<file path="config.mk">
export PLATFORM = sky130hd
export DESIGN_NAME = kamacore_decode_issue_flat
export DESIGN_NICKNAME = d
export VERILOG_FILES = /design/src/rtl/kamacore_decode_issue_if.sv /design/src/rtl/kamacore_decode_issue.sv /design/src/flat_wrapper.sv
export SDC_FILE = /design/constraint.sdc
export NUM_CORES = 2
export LEC_CHECK = 0
export CELL_PAD_IN_SITES_DETAIL_PLACEMENT = 1
export CELL_PAD_IN_SITES_GLOBAL_PLACEMENT = 1
export CORE_AREA = 2 2 351 353
export CTS_CLUSTER_SIZE = 25
export DETAILED_ROUTE_END_ITERATION = 12
export DIE_AREA = 0 0 353 355
export GPL_TIMING_DRIVEN = 0
export PLACE_DENSITY_LB_ADDON = 0.2
export SKIP_CTS_REPAIR_TIMING = 1
export SLEW_MARGIN = 40
export SYNTH_ARGS = -nofsm -noshare
export SYNTH_HDL_FRONTEND = slang
export SYNTH_SLANG_ARGS = --single-unit
</file>
<file path="constraint.sdc">
create_clock -name clk -period 3.3 [get_ports clk]
set_input_delay 0.495 -clock clk [delete_from_list [all_inputs] [get_ports clk]]
set_output_delay 0.495 -clock clk [all_outputs]
set_load 0.02 [all_outputs]
</file>
<file path="src/rtl/kamacore_decode_issue_if.sv">
// Handshake bundle between fetch, the decode/issue stage, execute and writeback.
// The slave modport is the stage itself; master is the surrounding pipeline.
interface kamacore_decode_issue_if #(
    parameter int unsigned CPU_WIDTH = 32
);

    // Fetch -> decode
    logic                 in_valid;
    logic                 in_ready;
    logic [CPU_WIDTH-1:0] in_instr;

    // Decode -> execute
    logic                 out_valid;
    logic                 out_ready;
    logic [CPU_WIDTH-1:0] out_op_a;
    logic [CPU_WIDTH-1:0] out_op_b;
    logic [3:0]           out_alu_op;
    logic [4:0]           out_rd;
    logic                 out_illegal;

    // Writeback -> register file
    logic                 wb_valid;
    logic [4:0]           wb_rd;
    logic [CPU_WIDTH-1:0] wb_data;

    modport slave (
        input  in_valid,
        input  in_instr,
        output in_ready,
        output out_valid,
        input  out_ready,
        output out_op_a,
        output out_op_b,
        output out_alu_op,
        output out_rd,
        output out_illegal,
        input  wb_valid,
        input  wb_rd,
        input  wb_data
    );

    modport master (
        output in_valid,
        output in_instr,
        input  in_ready,
        input  out_valid,
        output out_ready,
        input  out_op_a,
        input  out_op_b,
        input  out_alu_op,
        input  out_rd,
        input  out_illegal,
        output wb_valid,
        output wb_rd,
        output wb_data
    );

endinterface

</file>
<file path="src/rtl/kamacore_decode_issue.sv">
// Decode/issue stage for RV32I OP and OP-IMM: register read with writeback bypass,
// scoreboard hazard stall, and a single registered issue slot towards the ALU.
module kamacore_decode_issue #(
    parameter int unsigned CPU_WIDTH = 32,
    parameter int unsigned NUM_REGS  = 32
) (
    input  logic                    clk,
    input  logic                    rst_n,
    kamacore_decode_issue_if.slave  bus
);

    typedef enum logic [3:0] {
        AluAdd  = 4'd0,
        AluSub  = 4'd1,
        AluSll  = 4'd2,
        AluSlt  = 4'd3,
        AluSltu = 4'd4,
        AluXor  = 4'd5,
        AluSrl  = 4'd6,
        AluSra  = 4'd7,
        AluOr   = 4'd8,
        AluAnd  = 4'd9
    } alu_op_e;

    localparam logic [6:0] OpcOpImm  = 7'b0010011;
    localparam logic [6:0] OpcOp     = 7'b0110011;
    localparam logic [6:0] Funct7Std = 7'b0000000;
    localparam logic [6:0] Funct7Alt = 7'b0100000;

    // Architectural state
    logic [CPU_WIDTH-1:0] rf_q [NUM_REGS];
    logic [CPU_WIDTH-1:0] rf_d [NUM_REGS];
    logic [NUM_REGS-1:0]  busy_q, busy_d;

    // Issue slot
    logic                 out_valid_q, out_valid_d;
    logic [CPU_WIDTH-1:0] op_a_q, op_a_d;
    logic [CPU_WIDTH-1:0] op_b_q, op_b_d;
    alu_op_e              alu_op_q, alu_op_d;
    logic [4:0]           rd_q, rd_d;
    logic                 illegal_q, illegal_d;

    // Instruction fields
    logic [6:0] opcode;
    logic [4:0] dec_rd;
    logic [2:0] funct3;
    logic [4:0] rs1;
    logic [4:0] rs2;
    logic [6:0] funct7;

    assign opcode = bus.in_instr[6:0];
    assign dec_rd = bus.in_instr[11:7];
    assign funct3 = bus.in_instr[14:12];
    assign rs1    = bus.in_instr[19:15];
    assign rs2    = bus.in_instr[24:20];
    assign funct7 = bus.in_instr[31:25];

    logic    dec_legal;
    logic    dec_is_op;
    logic    dec_shift;
    alu_op_e dec_alu;

    always_comb begin
        dec_legal = 1'b0;
        dec_is_op = 1'b0;
        dec_shift = 1'b0;
        dec_alu   = AluAdd;
        case (opcode)
            OpcOpImm: begin
                case (funct3)
                    3'b000: begin dec_legal = 1'b1; dec_alu = AluAdd;  end
                    3'b010: begin dec_legal = 1'b1; dec_alu = AluSlt;  end
                    3'b011: begin dec_legal = 1'b1; dec_alu = AluSltu; end
                    3'b100: begin dec_legal = 1'b1; dec_alu = AluXor;  end
                    3'b110: begin dec_legal = 1'b1; dec_alu = AluOr;   end
                    3'b111: begin dec_legal = 1'b1; dec_alu = AluAnd;  end
                    3'b001: begin
                        dec_shift = 1'b1;
                        if (funct7 == Funct7Std) begin
                            dec_legal = 1'b1;
                            dec_alu   = AluSll;
                        end
                    end
                    3'b101: begin
                        dec_shift = 1'b1;
                        if (funct7 == Funct7Std) begin
                            dec_legal = 1'b1;
                            dec_alu   = AluSrl;
                        end else if (funct7 == Funct7Alt) begin
                            dec_legal = 1'b1;
                            dec_alu   = AluSra;
                        end
                    end
                    default: ;
                endcase
            end
            OpcOp: begin
                dec_is_op = 1'b1;
                if (funct7 == Funct7Std) begin
                    dec_legal = 1'b1;
                    case (funct3)
                        3'b000:  dec_alu = AluAdd;
                        3'b001:  dec_alu = AluSll;
                        3'b010:  dec_alu = AluSlt;
                        3'b011:  dec_alu = AluSltu;
                        3'b100:  dec_alu = AluXor;
                        3'b101:  dec_alu = AluSrl;
                        3'b110:  dec_alu = AluOr;
                        default: dec_alu = AluAnd;
                    endcase
                end else if (funct7 == Funct7Alt) begin
                    if (funct3 == 3'b000) begin
                        dec_legal = 1'b1;
                        dec_alu   = AluSub;
                    end else if (funct3 == 3'b101) begin
                        dec_legal = 1'b1;
                        dec_alu   = AluSra;
                    end
                end
            end
            default: ;
        endcase
    end

    // Register read with same-cycle writeback bypass
    logic                 wb_hit_rs1, wb_hit_rs2;
    logic [CPU_WIDTH-1:0] rs1_val, rs2_val;
    logic [CPU_WIDTH-1:0] imm_i, shamt;
    logic [CPU_WIDTH-1:0] op_b_dec;

    assign wb_hit_rs1 = bus.wb_valid && (bus.wb_rd == rs1);
    assign wb_hit_rs2 = bus.wb_valid && (bus.wb_rd == rs2);

    always_comb begin
        if (rs1 == 5'd0) begin
            rs1_val = '0;
        end else if (wb_hit_rs1) begin
            rs1_val = bus.wb_data;
        end else begin
            rs1_val = rf_q[rs1];
        end
        if (rs2 == 5'd0) begin
            rs2_val = '0;
        end else if (wb_hit_rs2) begin
            rs2_val = bus.wb_data;
        end else begin
            rs2_val = rf_q[rs2];
        end
    end

    assign imm_i = {{(CPU_WIDTH-12){bus.in_instr[31]}}, bus.in_instr[31:20]};
    assign shamt = {{(CPU_WIDTH-5){1'b0}}, bus.in_instr[24:20]};

    always_comb begin
        if (dec_is_op) begin
            op_b_dec = rs2_val;
        end else if (dec_shift) begin
            op_b_dec = shamt;
        end else begin
            op_b_dec = imm_i;
        end
    end

    // A pending destination retiring this very cycle no longer blocks its readers.
    logic rs1_busy, rs2_busy, hazard, in_ready, accept;

    assign rs1_busy = busy_q[rs1] && !wb_hit_rs1;
    assign rs2_busy = busy_q[rs2] && !wb_hit_rs2;
    assign hazard   = dec_legal && (rs1_busy || (dec_is_op && rs2_busy));
    assign in_ready = rst_n && (!out_valid_q || bus.out_ready) && !hazard;
    assign accept   = bus.in_valid && in_ready;

    always_comb begin
        out_valid_d = out_valid_q;
        op_a_d      = op_a_q;
        op_b_d      = op_b_q;
        alu_op_d    = alu_op_q;
        rd_d        = rd_q;
        illegal_d   = illegal_q;
        if (accept) begin
            out_valid_d = 1'b1;
            if (dec_legal) begin
                op_a_d    = rs1_val;
                op_b_d    = op_b_dec;
                alu_op_d  = dec_alu;
                rd_d      = dec_rd;
                illegal_d = 1'b0;
            end else begin
                op_a_d    = '0;
                op_b_d    = '0;
                alu_op_d  = AluAdd;
                rd_d      = 5'd0;
                illegal_d = 1'b1;
            end
        end else if (bus.out_ready && out_valid_q) begin
            out_valid_d = 1'b0;
        end
    end

    // Set is applied after clear so a same-index issue wins over a retiring writeback.
    always_comb begin
        rf_d   = rf_q;
        busy_d = busy_q;
        if (bus.wb_valid && (bus.wb_rd != 5'd0)) begin
            rf_d[bus.wb_rd]   = bus.wb_data;
            busy_d[bus.wb_rd] = 1'b0;
        end
        if (accept && dec_legal && (dec_rd != 5'd0)) begin
            busy_d[dec_rd] = 1'b1;
        end
    end

    always_ff @(posedge clk) begin
        if (!rst_n) begin
            out_valid_q <= 1'b0;
            op_a_q      <= '0;
            op_b_q      <= '0;
            alu_op_q    <= AluAdd;
            rd_q        <= 5'd0;
            illegal_q   <= 1'b0;
            busy_q      <= '0;
            for (int unsigned i = 0; i < NUM_REGS; i++) begin
                rf_q[i] <= '0;
            end
        end else begin
            out_valid_q <= out_valid_d;
            op_a_q      <= op_a_d;
            op_b_q      <= op_b_d;
            alu_op_q    <= alu_op_d;
            rd_q        <= rd_d;
            illegal_q   <= illegal_d;
            busy_q      <= busy_d;
            rf_q        <= rf_d;
        end
    end

    assign bus.in_ready    = in_ready;
    assign bus.out_valid   = out_valid_q;
    assign bus.out_op_a    = op_a_q;
    assign bus.out_op_b    = op_b_q;
    assign bus.out_alu_op  = alu_op_q;
    assign bus.out_rd      = rd_q;
    assign bus.out_illegal = illegal_q;

endmodule

</file>
<file path="src/flat_wrapper.sv">
// flat-port wrapper written by rule: the top's interface ports become plain ports
module kamacore_decode_issue_flat 
#(
    parameter int unsigned CPU_WIDTH = 32,
    parameter int unsigned NUM_REGS  = 32
)
  (clk, rst_n, bus_in_valid, bus_in_instr, bus_in_ready, bus_out_valid, bus_out_ready, bus_out_op_a, bus_out_op_b, bus_out_alu_op, bus_out_rd, bus_out_illegal, bus_wb_valid, bus_wb_rd, bus_wb_data);
  kamacore_decode_issue_if #(.CPU_WIDTH(CPU_WIDTH)) bus_i ();
  input  logic clk;
  input  logic rst_n;
  input wire logic [$bits(bus_i.in_valid)-1:0] bus_in_valid;
  input wire logic [$bits(bus_i.in_instr)-1:0] bus_in_instr;
  output wire logic [$bits(bus_i.in_ready)-1:0] bus_in_ready;
  output wire logic [$bits(bus_i.out_valid)-1:0] bus_out_valid;
  input wire logic [$bits(bus_i.out_ready)-1:0] bus_out_ready;
  output wire logic [$bits(bus_i.out_op_a)-1:0] bus_out_op_a;
  output wire logic [$bits(bus_i.out_op_b)-1:0] bus_out_op_b;
  output wire logic [$bits(bus_i.out_alu_op)-1:0] bus_out_alu_op;
  output wire logic [$bits(bus_i.out_rd)-1:0] bus_out_rd;
  output wire logic [$bits(bus_i.out_illegal)-1:0] bus_out_illegal;
  input wire logic [$bits(bus_i.wb_valid)-1:0] bus_wb_valid;
  input wire logic [$bits(bus_i.wb_rd)-1:0] bus_wb_rd;
  input wire logic [$bits(bus_i.wb_data)-1:0] bus_wb_data;
  assign bus_i.in_valid = bus_in_valid;
  assign bus_i.in_instr = bus_in_instr;
  assign bus_in_ready = bus_i.in_ready;
  assign bus_out_valid = bus_i.out_valid;
  assign bus_i.out_ready = bus_out_ready;
  assign bus_out_op_a = bus_i.out_op_a;
  assign bus_out_op_b = bus_i.out_op_b;
  assign bus_out_alu_op = bus_i.out_alu_op;
  assign bus_out_rd = bus_i.out_rd;
  assign bus_out_illegal = bus_i.out_illegal;
  assign bus_i.wb_valid = bus_wb_valid;
  assign bus_i.wb_rd = bus_wb_rd;
  assign bus_i.wb_data = bus_wb_data;
  kamacore_decode_issue #(.CPU_WIDTH(CPU_WIDTH), .NUM_REGS(NUM_REGS)) u_core (.clk(clk), .rst_n(rst_n), .bus(bus_i));
endmodule
</file>
== Word level (Yosys, flattened, before mapping) ==
Cells that the tools add are included.

* Register bits: 1131
* Latch bits: 0
* Memory bits (writable): 0
* Bits in read-only memories: 0
* Input bits: 74
* Output and inout bits: 76
* Logic and storage cells: 152
* Memories: 0

* Add/sub/neg operators: 0
* Multipliers: 0
* Divide/modulo/power cells: 0
* $lt $le $gt $ge: 10
* Equal/unequal tests: 12
* Shifts and indexed selects: 0
* Muxes and demuxes: 54
* Bitwise gates (word level): 6
* Reduce and logical (&&, ||, !) cells: 31

{| class="wikitable"
|+ Operators with widths
! cell !! number
|-
| 1024-bit bitwise mux || 1
|-
| 32-bit two-way mux || 15
|-
| 32-bit binary-select mux with 5-bit select || 2
|-
| 32-bit demux with 5-bit select || 1
|-
| 32-bit bitwise AND || 1
|-
| 32-bit NOT || 1
|-
| 32-bit OR || 1
|-
| 4-bit one-hot mux with 8 select lines || 1
|-
| 4-bit one-hot mux with 7 select lines || 1
|-
| 5-bit by 6-bit < comparator with 1-bit output, second input constant || 4
|-
| 4-bit two-way mux || 5
|-
| 6-bit greater-or-equal comparator, second input constant || 3
|-
| 5-bit NOT with 6-bit output || 3
|-
| 1-bit two-way mux || 17
|-
| 1-bit logical AND || 16
|-
| 7-bit by 6-bit equality test with 1-bit output, second input constant || 2
|-
| 3-bit equality test, second input constant || 4
|-
| 1-bit binary-select mux with 5-bit select || 2
|-
| 1-bit demux with 5-bit select || 2
|-
| 5-bit equality test || 2
|-
| 5-bit by 1-bit greater-or-equal comparator with 1-bit output, second input constant || 2
|-
| 5-bit zero test || 2
|-
| 5-bit nonzero test || 2
|-
| 4-bit one-hot mux with 2 select lines || 1
|-
| 16 further kinds || 22
|}

== Depth between registers and ports, before layout ==
* Depth after elaboration: 13
* Gate-level depth with buffers: 14
* Depth with buffers taken out: 7

== Worst setup path before layout ==
OpenSTA, ideal clock, no wires.

* Path type: in2reg
* Start: input port bus_in_instr[20]
* End: register u_core.op_b_q[15], in the netlist u_core.bus.out_op_b[15]
* Setup time: 117 ps
* Arrival time: 2812 ps
* Required time: 3183 ps
* Slack: 372 ps
* Stages on the path: 12
* Buffers on the path: 6
* Cells stage by stage: buf_2 buf_4 buf_6 buf_6 buf_4 buf_2 mux4_2 a22oi_1 nand3_1 o221ai_1 nand2_1 a22o_1

* Longest elaborated chain between the ends: 10
* Elaborated cells on any way between the ends: 21
* Classes of those cells: 1 x eq/ne; 9 x mux; 1 x bitwise; 10 x reduce/logical

{| class="wikitable"
|+ Ends and longest elaborated chain
! what !! line !! text
|-
| start: declaration || flat_wrapper.sv:12 || <nowiki>input wire logic [$bits(bus_i.in_instr)-1:0] bus_in_instr;</nowiki>
|-
| parallel branches: the longest is 10 deep, another holds 32-bit binary-select mux with 5-bit select || - ||
|-
| end signal: assignment || kamacore_decode_issue.sv:228 || <nowiki>op_b_q <= op_b_d;</nowiki>
|-
| end: declaration || kamacore_decode_issue.sv:38 || <nowiki>logic [CPU_WIDTH-1:0] op_b_q, op_b_d;</nowiki>
|}

Parallel ways; which one is timed is not known. The select of a mux whose other input is x is not followed.
A chain may end at the register's enable or synchronous reset.

== Final worst setup path ==
* Start: input port bus_wb_rd[2]
* End: register u_core.op_a_q[25], in the netlist u_core.bus.out_op_a[25]

* Longest elaborated chain between the ends: 10
* Elaborated cells on any way between the ends: 17
* Classes of those cells: 2 x eq/ne; 3 x mux; 12 x reduce/logical

{| class="wikitable"
|+ Ends and longest elaborated chain
! what !! line !! text
|-
| start: declaration || flat_wrapper.sv:22 || <nowiki>input wire logic [$bits(bus_i.wb_rd)-1:0] bus_wb_rd;</nowiki>
|-
| 5-bit equality test || kamacore_decode_issue.sv:132 || <nowiki>assign wb_hit_rs2 = bus.wb_valid && (bus.wb_rd == rs2);</nowiki>
|-
| 1-bit logical AND || kamacore_decode_issue.sv:132 ||
|-
| 1-bit zero test || kamacore_decode_issue.sv:168 || <nowiki>assign rs2_busy = busy_q[rs2] && !wb_hit_rs2;</nowiki>
|-
| 1-bit logical AND || kamacore_decode_issue.sv:168 ||
|-
| 1-bit logical AND || kamacore_decode_issue.sv:169 || <nowiki>assign hazard = dec_legal && (rs1_busy || (dec_is_op && rs2_busy));</nowiki>
|-
| 1-bit logical OR || kamacore_decode_issue.sv:169 ||
|-
| 1-bit logical AND || kamacore_decode_issue.sv:169 ||
|-
| 1-bit zero test || kamacore_decode_issue.sv:170 || <nowiki>assign in_ready = rst_n && (!out_valid_q || bus.out_ready) && !hazard;</nowiki>
|-
| 1-bit logical AND || kamacore_decode_issue.sv:170 ||
|-
| 1-bit logical AND || kamacore_decode_issue.sv:171 || <nowiki>assign accept = bus.in_valid && in_ready;</nowiki>
|-
| end signal: assignment || kamacore_decode_issue.sv:227 || <nowiki>op_a_q <= op_a_d;</nowiki>
|-
| end: declaration || kamacore_decode_issue.sv:37 || <nowiki>logic [CPU_WIDTH-1:0] op_a_q, op_a_d;</nowiki>
|}

Several ways; a longest one is shown, not always the timed one.

==> results.json <==
{
  "status": "finished with violations",
  "violations": "negative setup slack",
  "path_clk_slew_ns": 0.06,
  "antenna_found_initial": 53,
  "synth_cell_types": 63,
  "wirelength_met1_mm": 124,
  "p_total_w": 0.0336,
  "final-hold-violation-count": 0,
  "nets": 6795,
  "cp_data_required_time_ns": 4.04,
  "hp-class": "in -> reg",
  "first_pass_iters": 6,
  "track_usage": 0.585,
  "drv_slew": 0,
  "grt-ovfl-total": 0,
  "final_common_cell": "nand2_1",
  "drc_errors": 0,
  "fin_skew_ns": 0.0283,
  "place_ws_ns": -2.55,
  "drive_gt1_frac": 0.173,
  "worst-setup-path-type": "in -> reg",
  "row_count": 128,
  "dp.cells": 8203,
  "place.gp.congestion": 1.13,
  "vias": 62900,
  "met2_length_mm": 148,
  "highest_layer": "met5",
  "synth_area_sq_um": 59200,
  "synth.avg_cell_area_sq_um": 9.20,
  "slew_headroom": 0.303,
  "insertion_delay_ns": 0.82,
  "tightest_slew_ns": 1.05,
  "synthCells": 6431,
  "grt_pass1_vias": 60100,
  "syn_to_final_growth_pct": 16.8,
  "critical_path_peak_fanout": 10,
  "cts_root_buf": "clkbuf_16",
  "end_kind": "flip-flop",
  "start_kind": "input port",
  "setup_violations": 64,
  "rsz0062_at_grt": "yes",
  "detail_route.wirelength_mm": 377,
  "cts_buffer_depth": 3,
  "holdWs_ns": 0.0543,
  "synth_seq_cells": 1131,
  "crit_arrival_ns": 4.34,
  "final_cell_mix": "2058 x nand2_1, 1131 x dfxtp_1, 999 x a21boi_0",
  "die-width_um": 353,
  "cellLeakagePower_nw": 22.9,
  "peakVddDrop_v": 0.000538,
  "clkSinkCount": 1131,
  "synth_fp_nets": 6505,
  "yosys_warnings": 0,
  "fmax_mhz": 278,
  "numPortBuffers": 108,
  "routedWlPerCell_um": 44.4,
  "grt_start_max_net_pins": 17,
  "final.setup.worst_slack_ns": -0.297,
  "dr_wl_met3_mm": 61.9,
  "start_util": 0.488,
  "powerDensity_nw_per_um2": 486,
  "coreArea_sq_um": 121000,
  "finalCritPeriodShare": 1.09,
  "synth_async_sr_flop_share": 0,
  "hpwl_mm": 280,
  "vias_per_cell": 7.39,
  "grt_pass1_wl_mm": 500,
  "die_area_sq_um": 125000,
  "final_antenna_net_count": 0,
  "synthFlopType": "dfxtp_1",
  "seq_area_frac_synth": 0.383,
  "numCtsBuffers": 132,
  "htreeDepth": 4,
  "die_h_um": 355,
  "drt_iter0_markers": 10900,
  "ios": 150,
  "drv_cap": 0,
  "synth_edf_count": 0,
  "period_minus_slack_ns": 3.60,
  "fin_cells": 8510,
  "cts_tree": "built",
  "tns_ns": -6.12
}
layout make-up:
cell class / instances / area (sq um)
diodes: 60 / 150
plain buffers: 673 / 3640
clock buffers: 188 / 3850
clock inverters: 50 / 517
fillers: 13700 / 52300
inverters: 14 / 56.3
multi-input cells: 4613 / 34200
flip-flops and latches: 1131 / 22600
well taps: 1625 / 2030
repair buffers: 156 / 2040
state kept, by name (all words and copies together), names as in the netlist:
signal,count
u_core.bus.out_rd,5
u_core.bus.out_illegal,1
u_core.bus.out_op_a,32
u_core.busy_q,32
u_core.bus.out_valid,1
u_core.bus.out_alu_op,4
u_core.rf_q,1024
u_core.bus.out_op_b,32
metal layers:
layer,GRT usage,vias to the layer above
met5,0.0419,-
met4,0.540,40
met3,0.309,2159
met2,0.794,6539
met1,0.652,30900
li1,-,23300
per-stage QoR:
step	util	area [sq um]
after floorplan	-	59200
final	0.570	69100
after CTS	0.559	67900
after detailed placement	0.523	63500
after global routing	0.568	69000
after global placement	0.513	62300
worst paths after layout:
path | slack (ns) | end | from | depth (start not counted)
setup reg to reg | 0.04 | u_core.bus.out_op_a[21]$_SDFFE_PN0P_ | u_core.busy_q[22]$_SDFF_PN0_ | 10
setup / recovery | -0.30 | u_core.bus.out_op_a[25]$_SDFFE_PN0P_ | bus_wb_rd[2] | 10
hold reg to reg | 0.47 | u_core.bus.out_op_a[6]$_SDFFE_PN0P_ | u_core.bus.out_op_a[6]$_SDFFE_PN0P_ | 1
hold / removal | 0.05 | u_core.rf_q[209]$_SDFFE_PN0P_ | bus_wb_data[17] | 3
power by group:
part,total [W],switching (W),internal [W]
clock network,0.0155,0.00678,0.00871
logic,0.00426,0.00314,0.00112
registers,0.0138,0.0000863,0.0137
total,0.0336,0.0100,0.0236
critical path: stages:
cell and delay [ns]:
clkdlybuf4s50_1 0.60, buf_4 0.28, xor2_1 0.09, nor4_1 0.41
and3_2 0.33, buf_2 0.57, clkbuf_4 0.53, buf_2 0.49
a21oi_2 0.26, o2bb2ai_1 0.22
synthesized netlist by cell type, types with 9 or more instances:
cell	n	area share
nand2b_1	59	0.0062
clkbuf_1	515	0.033
a21oi_1	85	0.0072
o211ai_1	16	0.0020
a21boi_0	999	0.13
mux2_2	50	0.0095
inv_1	14	0.00089
nor2_1	65	0.0041
o221ai_1	51	0.0075
a22oi_1	43	0.0055
buf_4	37	0.0047
a22o_1	25	0.0037
o21ai_0	67	0.0057
nor2b_1	31	0.0033
xor2_1	9	0.0013
buf_2	65	0.0055
a211oi_1	26	0.0033
buf_1	37	0.0023
nor3_1	27	0.0023
o2bb2ai_1	49	0.0073
nand2_1	2058	0.13
clkbuf_2	14	0.0012
o22ai_1	37	0.0039
mux4_2	456	0.17
a2111oi_0	13	0.0019
and2_1	39	0.0041
mux2i_1	235	0.040
a221oi_1	32	0.0047
dfxtp_1	1131	0.38
nand3_1	68	0.0057
cells by family after synthesis:
kind of cell / share of synthesized area
and+or+nand+nor: 0.161
AOI/OAI and AO/OA: 0.184
DFF: 0.383
muxes: 0.223
buffers and inverters: 0.0482
xor gates and xnor gates: 0.00178
(Power assumes the default switching activity.)
